==> src/rtl/keypad_bcd_entry.sv <==
// Keypad front end: debounces the raw one-hot keypad code, emits one event per
// press and assembles up to NUM_DIGITS BCD digits with BACKSPACE/CLEAR/ENTER.
module keypad_bcd_entry #(
  parameter int NUM_DIGITS    = 3,
  parameter int STABLE_CYCLES = 4,
  parameter int SHIFT_MODE    = 0
) (
  input  logic                              clk,
  input  logic                              rst_n,
  input  logic [15:0]                       onehot,
  output logic [4*NUM_DIGITS-1:0]           digits,
  output logic [$clog2(NUM_DIGITS+1)-1:0]   count,
  output logic                              full,
  output logic                              key_evt,
  output logic                              overflow,
  output logic                              valid,
  output logic                              locked
);
  localparam int DW = 4 * NUM_DIGITS;
  localparam int CW = $clog2(NUM_DIGITS + 1);
  localparam int SW = (STABLE_CYCLES > 1) ? $clog2(STABLE_CYCLES) : 1;
  localparam logic [SW-1:0] LAST = SW'(STABLE_CYCLES - 1);

  typedef enum logic [1:0] {IDLE, PRESS_WAIT, HELD, RELEASE_WAIT} state_t;

  state_t          state_q;
  logic [SW-1:0]   cnt_q;
  logic [15:0]     code_q;
  logic            need_rel_q;
  logic [DW-1:0]   digits_q, digits_d;
  logic [CW-1:0]   count_q, count_d;
  logic            locked_q, locked_d;
  logic            evt_q, evt_d;
  logic            ovf_q, ovf_d;
  logic            valid_q, valid_d;

  logic [15:0]     code;
  logic            accept;
  logic            is_digit, is_enter, is_bs, is_clr;
  logic [3:0]      dig;
  logic [DW+3:0]   ext_l, ext_r;

  // Anything that is not single-hot behaves exactly like no key at all.
  assign code = ((onehot & (onehot - 16'd1)) == 16'd0) ? onehot : 16'd0;

  always_comb begin
    is_digit = 1'b1;
    is_enter = 1'b0;
    is_bs    = 1'b0;
    is_clr   = 1'b0;
    dig      = 4'd0;
    case (code)
      16'h0008: dig = 4'd0;
      16'h0080: dig = 4'd1;
      16'h0040: dig = 4'd2;
      16'h0020: dig = 4'd3;
      16'h0800: dig = 4'd4;
      16'h0400: dig = 4'd5;
      16'h0200: dig = 4'd6;
      16'h8000: dig = 4'd7;
      16'h4000: dig = 4'd8;
      16'h2000: dig = 4'd9;
      16'h0001: begin is_digit = 1'b0; is_enter = 1'b1; end
      16'h0002: begin is_digit = 1'b0; is_bs    = 1'b1; end
      16'h0004: begin is_digit = 1'b0; is_clr   = 1'b1; end
      default:  is_digit = 1'b0;
    endcase
  end

  // A press is accepted on the edge that sees its STABLE_CYCLES-th identical sample.
  always_comb begin
    accept = 1'b0;
    if (state_q == PRESS_WAIT && code == code_q && cnt_q == LAST) accept = 1'b1;
    if (STABLE_CYCLES == 1 && state_q == IDLE && !need_rel_q && code != 16'd0) accept = 1'b1;
  end

  assign ext_l = {digits_q, dig};
  assign ext_r = {4'd0, digits_q};

  always_comb begin
    digits_d = digits_q;
    count_d  = count_q;
    locked_d = locked_q;
    evt_d    = 1'b0;
    ovf_d    = 1'b0;
    valid_d  = 1'b0;
    if (accept) begin
      if (is_digit) begin
        evt_d = 1'b1;
        if (locked_q) begin
          digits_d      = '0;
          digits_d[3:0] = dig;
          count_d       = CW'(1);
          locked_d      = 1'b0;
        end else if (count_q < CW'(NUM_DIGITS)) begin
          if (SHIFT_MODE == 1) digits_d = ext_l[DW-1:0];
          else begin
            for (int i = 0; i < NUM_DIGITS; i++)
              if (count_q == CW'(i)) digits_d[4*i +: 4] = dig;
          end
          count_d = count_q + CW'(1);
        end else begin
          ovf_d = 1'b1;
        end
      end else if (is_bs) begin
        evt_d = 1'b1;
        if (count_q != '0) begin
          if (SHIFT_MODE == 1) digits_d = ext_r[DW+3:4];
          else begin
            for (int i = 0; i < NUM_DIGITS; i++)
              if (count_q == CW'(i + 1)) digits_d[4*i +: 4] = 4'd0;
          end
          count_d  = count_q - CW'(1);
          locked_d = 1'b0;
        end
      end else if (is_clr) begin
        evt_d    = 1'b1;
        digits_d = '0;
        count_d  = '0;
        locked_d = 1'b0;
      end else if (is_enter) begin
        evt_d = 1'b1;
        if (count_q != '0 && !locked_q) begin
          valid_d  = 1'b1;
          locked_d = 1'b1;
        end
      end
    end
  end

  always_ff @(posedge clk) begin
    if (!rst_n) begin
      state_q    <= IDLE;
      cnt_q      <= '0;
      code_q     <= '0;
      // A key still down across reset must be released before it can count.
      need_rel_q <= (code != 16'd0);
      digits_q   <= '0;
      count_q    <= '0;
      locked_q   <= 1'b0;
      evt_q      <= 1'b0;
      ovf_q      <= 1'b0;
      valid_q    <= 1'b0;
    end else begin
      digits_q <= digits_d;
      count_q  <= count_d;
      locked_q <= locked_d;
      evt_q    <= evt_d;
      ovf_q    <= ovf_d;
      valid_q  <= valid_d;
      if (code == 16'd0) need_rel_q <= 1'b0;
      case (state_q)
        IDLE: begin
          if (code != 16'd0 && !need_rel_q) begin
            code_q <= code;
            if (STABLE_CYCLES == 1) state_q <= HELD;
            else begin
              state_q <= PRESS_WAIT;
              cnt_q   <= SW'(1);
            end
          end
        end
        PRESS_WAIT: begin
          if (code == 16'd0) begin
            state_q <= IDLE;
            cnt_q   <= '0;
          end else if (code != code_q) begin
            code_q <= code;
            cnt_q  <= SW'(1);
          end else if (cnt_q == LAST) begin
            state_q <= HELD;
            cnt_q   <= '0;
          end else begin
            cnt_q <= cnt_q + SW'(1);
          end
        end
        HELD: begin
          if (code == 16'd0) begin
            if (STABLE_CYCLES == 1) state_q <= IDLE;
            else begin
              state_q <= RELEASE_WAIT;
              cnt_q   <= SW'(1);
            end
          end
        end
        RELEASE_WAIT: begin
          if (code != 16'd0) begin
            state_q <= HELD;
            cnt_q   <= '0;
          end else if (cnt_q == LAST) begin
            state_q <= IDLE;
            cnt_q   <= '0;
          end else begin
            cnt_q <= cnt_q + SW'(1);
          end
        end
        default: begin
          state_q <= IDLE;
          cnt_q   <= '0;
        end
      endcase
    end
  end

  assign digits   = digits_q;
  assign count    = count_q;
  assign full     = (count_q == CW'(NUM_DIGITS));
  assign key_evt  = evt_q;
  assign overflow = ovf_q;
  assign valid    = valid_q;
  assign locked   = locked_q;
endmodule

==> config.mk <==
export PLATFORM = sky130hd
export DESIGN_NAME = keypad_bcd_entry
export DESIGN_NICKNAME = d
export VERILOG_FILES = /design/src/rtl/keypad_bcd_entry.sv
export SDC_FILE = /design/constraint.sdc
export NUM_CORES = 1
export LEC_CHECK = 0
export BUFFER_PORTS_ARGS = -buffer_cell sky130_fd_sc_hd__buf_2
export CORE_MARGIN = 5
export CORE_UTILIZATION = 35
export CTS_CLUSTER_SIZE = 8
export DETAILED_ROUTE_END_ITERATION = 8
export GPL_TIMING_DRIVEN = 1
export SLEW_MARGIN = 40
export SYNTH_ARGS = -nofsm -noshare
export SYNTH_HDL_FRONTEND = slang
export SYNTH_SLANG_ARGS = --single-unit
==> constraint.sdc <==
create_clock -name clk -period 4.1 [get_ports clk]
set_clock_uncertainty 0.15 [all_clocks]
set_input_delay 0 -clock clk [delete_from_list [all_inputs] [get_ports clk]]
set_output_delay 0 -clock clk [all_outputs]
set_load 0.05 [all_outputs]
==> flow_summary.ini <==
[logic_synthesis]
yosysMostFrequentCell = nand3_1
synthTopCellsByArea = dfxtp_1, nand3_1, o21ai_0
synthesis.area_um2 = 2570
yosysTopAreaCellShare_pct = 29.6
synth_top_cell_by_area = dfxtp_1
synth_seq_cells = 39
synth_cells = 342
synth_common_cells = nand3_1, dfxtp_1, o21ai_0, nand2_1, nor2_1
async_reset_ff_share_pct = 0
yosysWarnings = 0
synth_area_per_cell_um2 = 7.51
ys_seq_area_share_pct = 30.8
synthDistinctLibCells = 48
synth_nets = 365
synth-main-ff-cell = dfxtp_1
synth_edf_count = 1

[place]
io_buffers = 36
post-place-ws_ns = 0.0263
dpl-instance-area_um2 = 2890
place_congestion = 0.918
hpwl_um = 5330

[status]
status = complete, no violations

[floorplanning]
die_area_um2 = 9150
num_rows = 31
fp.dieH_um = 95.7
io-pin-count = 37
die_w_um = 95.7
start_util_pct = 35.6
core_area_um2 = 7210

[timing]
post-route-min-period_ns = 3.88
slew_violations = 0
rsz0062_at_grt = false
finalCritPeriodShare_pct = 94.7
worstMarginPinSlew_ns = 0.538
max_freq_ghz = 0.257
slew_headroom_pct = 64.1
finalSetupViolCount = 0
hold_viol_final = 0
fin_tns_setup_ns = 0
timing.final.ws_setup_ns = 0.216

[power_and_ir_drop]
peakVddDrop_v = 0.000144
finalPower_w = 0.000837
powerDensity_nw_per_um2 = 265
power.static_leakage_nw = 1.14

[clock_network]
clk_pin_slew_ns = 0.08
h-tree-depth = 2
clock-root-buffer = clkbuf_8
clkSinkCount = 39
clk_latency_ns = 0.29
cts_tree = built
clock_path_buffers = 2
numCtsBuffers = 5

[global_routing]
grt_util_all_layers_pct = 16.3
grt_pass1_vias = 2449
antenna_found_initial = 0
grt_overflow = 0
grt_max_degree = 51
grt_pass1_wl_um = 11800

[setup_path]
reg2reg_slack_ns = 1.35
critical_path.max_fanout = 9
start_kind = input port
crit_path_end_kind = flip-flop
crit_type = in -> reg
crit_arrival_ns = 3.95
crit_required_ns = 4.17

[final_layout]
fin_area_um2 = 3160
nNetsFinal = 412
diodes = 0
syn2layout_area_growth_pct = 23.1
drive_above_1_share_pct = 21.3

[detailed_routing]
via_per_inst = 5.44
drc = 0
wl_per_cell_um = 15.1
first_pass_iters = 4
ant_nets = 0
vias = 2662
wl_um = 7370
drtIter0Drc = 174

[job]
maxCapViolCount = 0

[min_path]
worst_hold_path_type = in -> reg
registers in the layout, indices dropped and copies added, names as in the netlist, named ones only:
| register | flops |
|---|---|
| cnt_q | 2 |
| digits | 12 |
| code_q | 16 |
| key_evt | 1 |
| state_q | 1 |
| locked | 1 |
| count | 2 |
| valid | 1 |
| overflow | 1 |
| need_rel_q | 1 |
path summary, 6_finish.rpt:
kind         cells after the start                    from                      to
max                             14               onehot[5]  digits[2]$_SDFFE_PN0P_
min                              4               onehot[0]        valid$_SDFF_PP0_
max reg2reg                      8  code_q[7]$_SDFFE_PN0P_  digits[2]$_SDFFE_PN0P_
min reg2reg                      2  digits[4]$_SDFFE_PN0P_  digits[4]$_SDFFE_PN0P_
cells by family (layout without fill, tap and decap cells):
group,after synthesis,after routing,synth area share [%]
and+or+nand+nor,151,152,30.6
AOI/OAI and AO/OA,90,90,23.1
buffers and inverters,41,88,7.21
DFF,39,39,30.8
xor gates and xnor gates,8,8,2.73
muxes,8,8,3.12
adders and majority gates,5,5,2.44
power breakdown:
group          switching [W]  internal (W)  total (W)
combinational      0.0000450     0.0000284  0.0000734
sequential     0.00000000591      0.000380   0.000380
clock               0.000140      0.000243   0.000384
total               0.000185      0.000651   0.000837
cell type report:
type	instances	area, um2
clock buffer	6	72.6
clock inverter	2	60.1
fill	759	4050
inverter	11	41.3
multi-input combinational	263	1620
sequential	39	791
tap	99	124
timing repair buffer	69	455
cell usage in the layout, fill, tap and decap left out, types with 3 or more instances in the layout:
master / n
nand4_1: 3
xnor2_1: 8
a31oi_1: 3
o21a_1: 4
a22oi_1: 3
buf_4: 24
o22ai_1: 3
o31ai_1: 5
a211oi_1: 8
ha_1: 5
o2111ai_1: 4
or2_2: 5
dlygate4sd3_1: 10
nor2_1: 28
buf_2: 35
nand3b_1: 7
mux2i_1: 8
o21ai_0: 31
nor3_1: 12
clkbuf_8: 5
or4_4: 3
inv_1: 10
a21oi_1: 13
a2111oi_0: 3
nor4_1: 3
nand2_1: 30
nand3_1: 42
dfxtp_1: 38
or4_1: 8
per-layer routing:
layer  up-vias  GRT usage, %  wire length [um]
li1       1354             -                 -
met1      1228          22.2              3460
met2        70          25.9              3400
met3        10          3.31               378
met4         0          4.98               136
met5         -             0                 0
stage by stage:
stage | cells | utilization, % | hold slack [ns]
after floorplan | 342 | - | 0.00100
after global placement | 468 | 40.1 | 0.177
after detailed placement | 468 | 40.1 | 0.183
after CTS | 486 | 43.3 | 0.0122
after global routing | 489 | 43.8 | 0.0299
final | 489 | 43.8 | 0.0263
worst max-delay path: stages:
cell and delay [ns]:
buf_2 0.12, dlygate4sd3_1 0.56, buf_4 0.17, or2_2 0.34
a211o_1 0.28, a211oi_1 0.21, or2_4 0.21, and3_4 0.24
buf_4 0.16, nand2_1 0.06, a22o_1 0.29, or4_4 0.63
or4_1 0.54, a21oi_1 0.15
timing repair:
action	4_1_cts	5_1_grt
hold buffers	10	0
buffers inserted	0	2
hold endpoints to repair	11	0
resized for setup	0	4
endpoints found under the setup margin	0	13
Power figures use the tool's default switching activity.
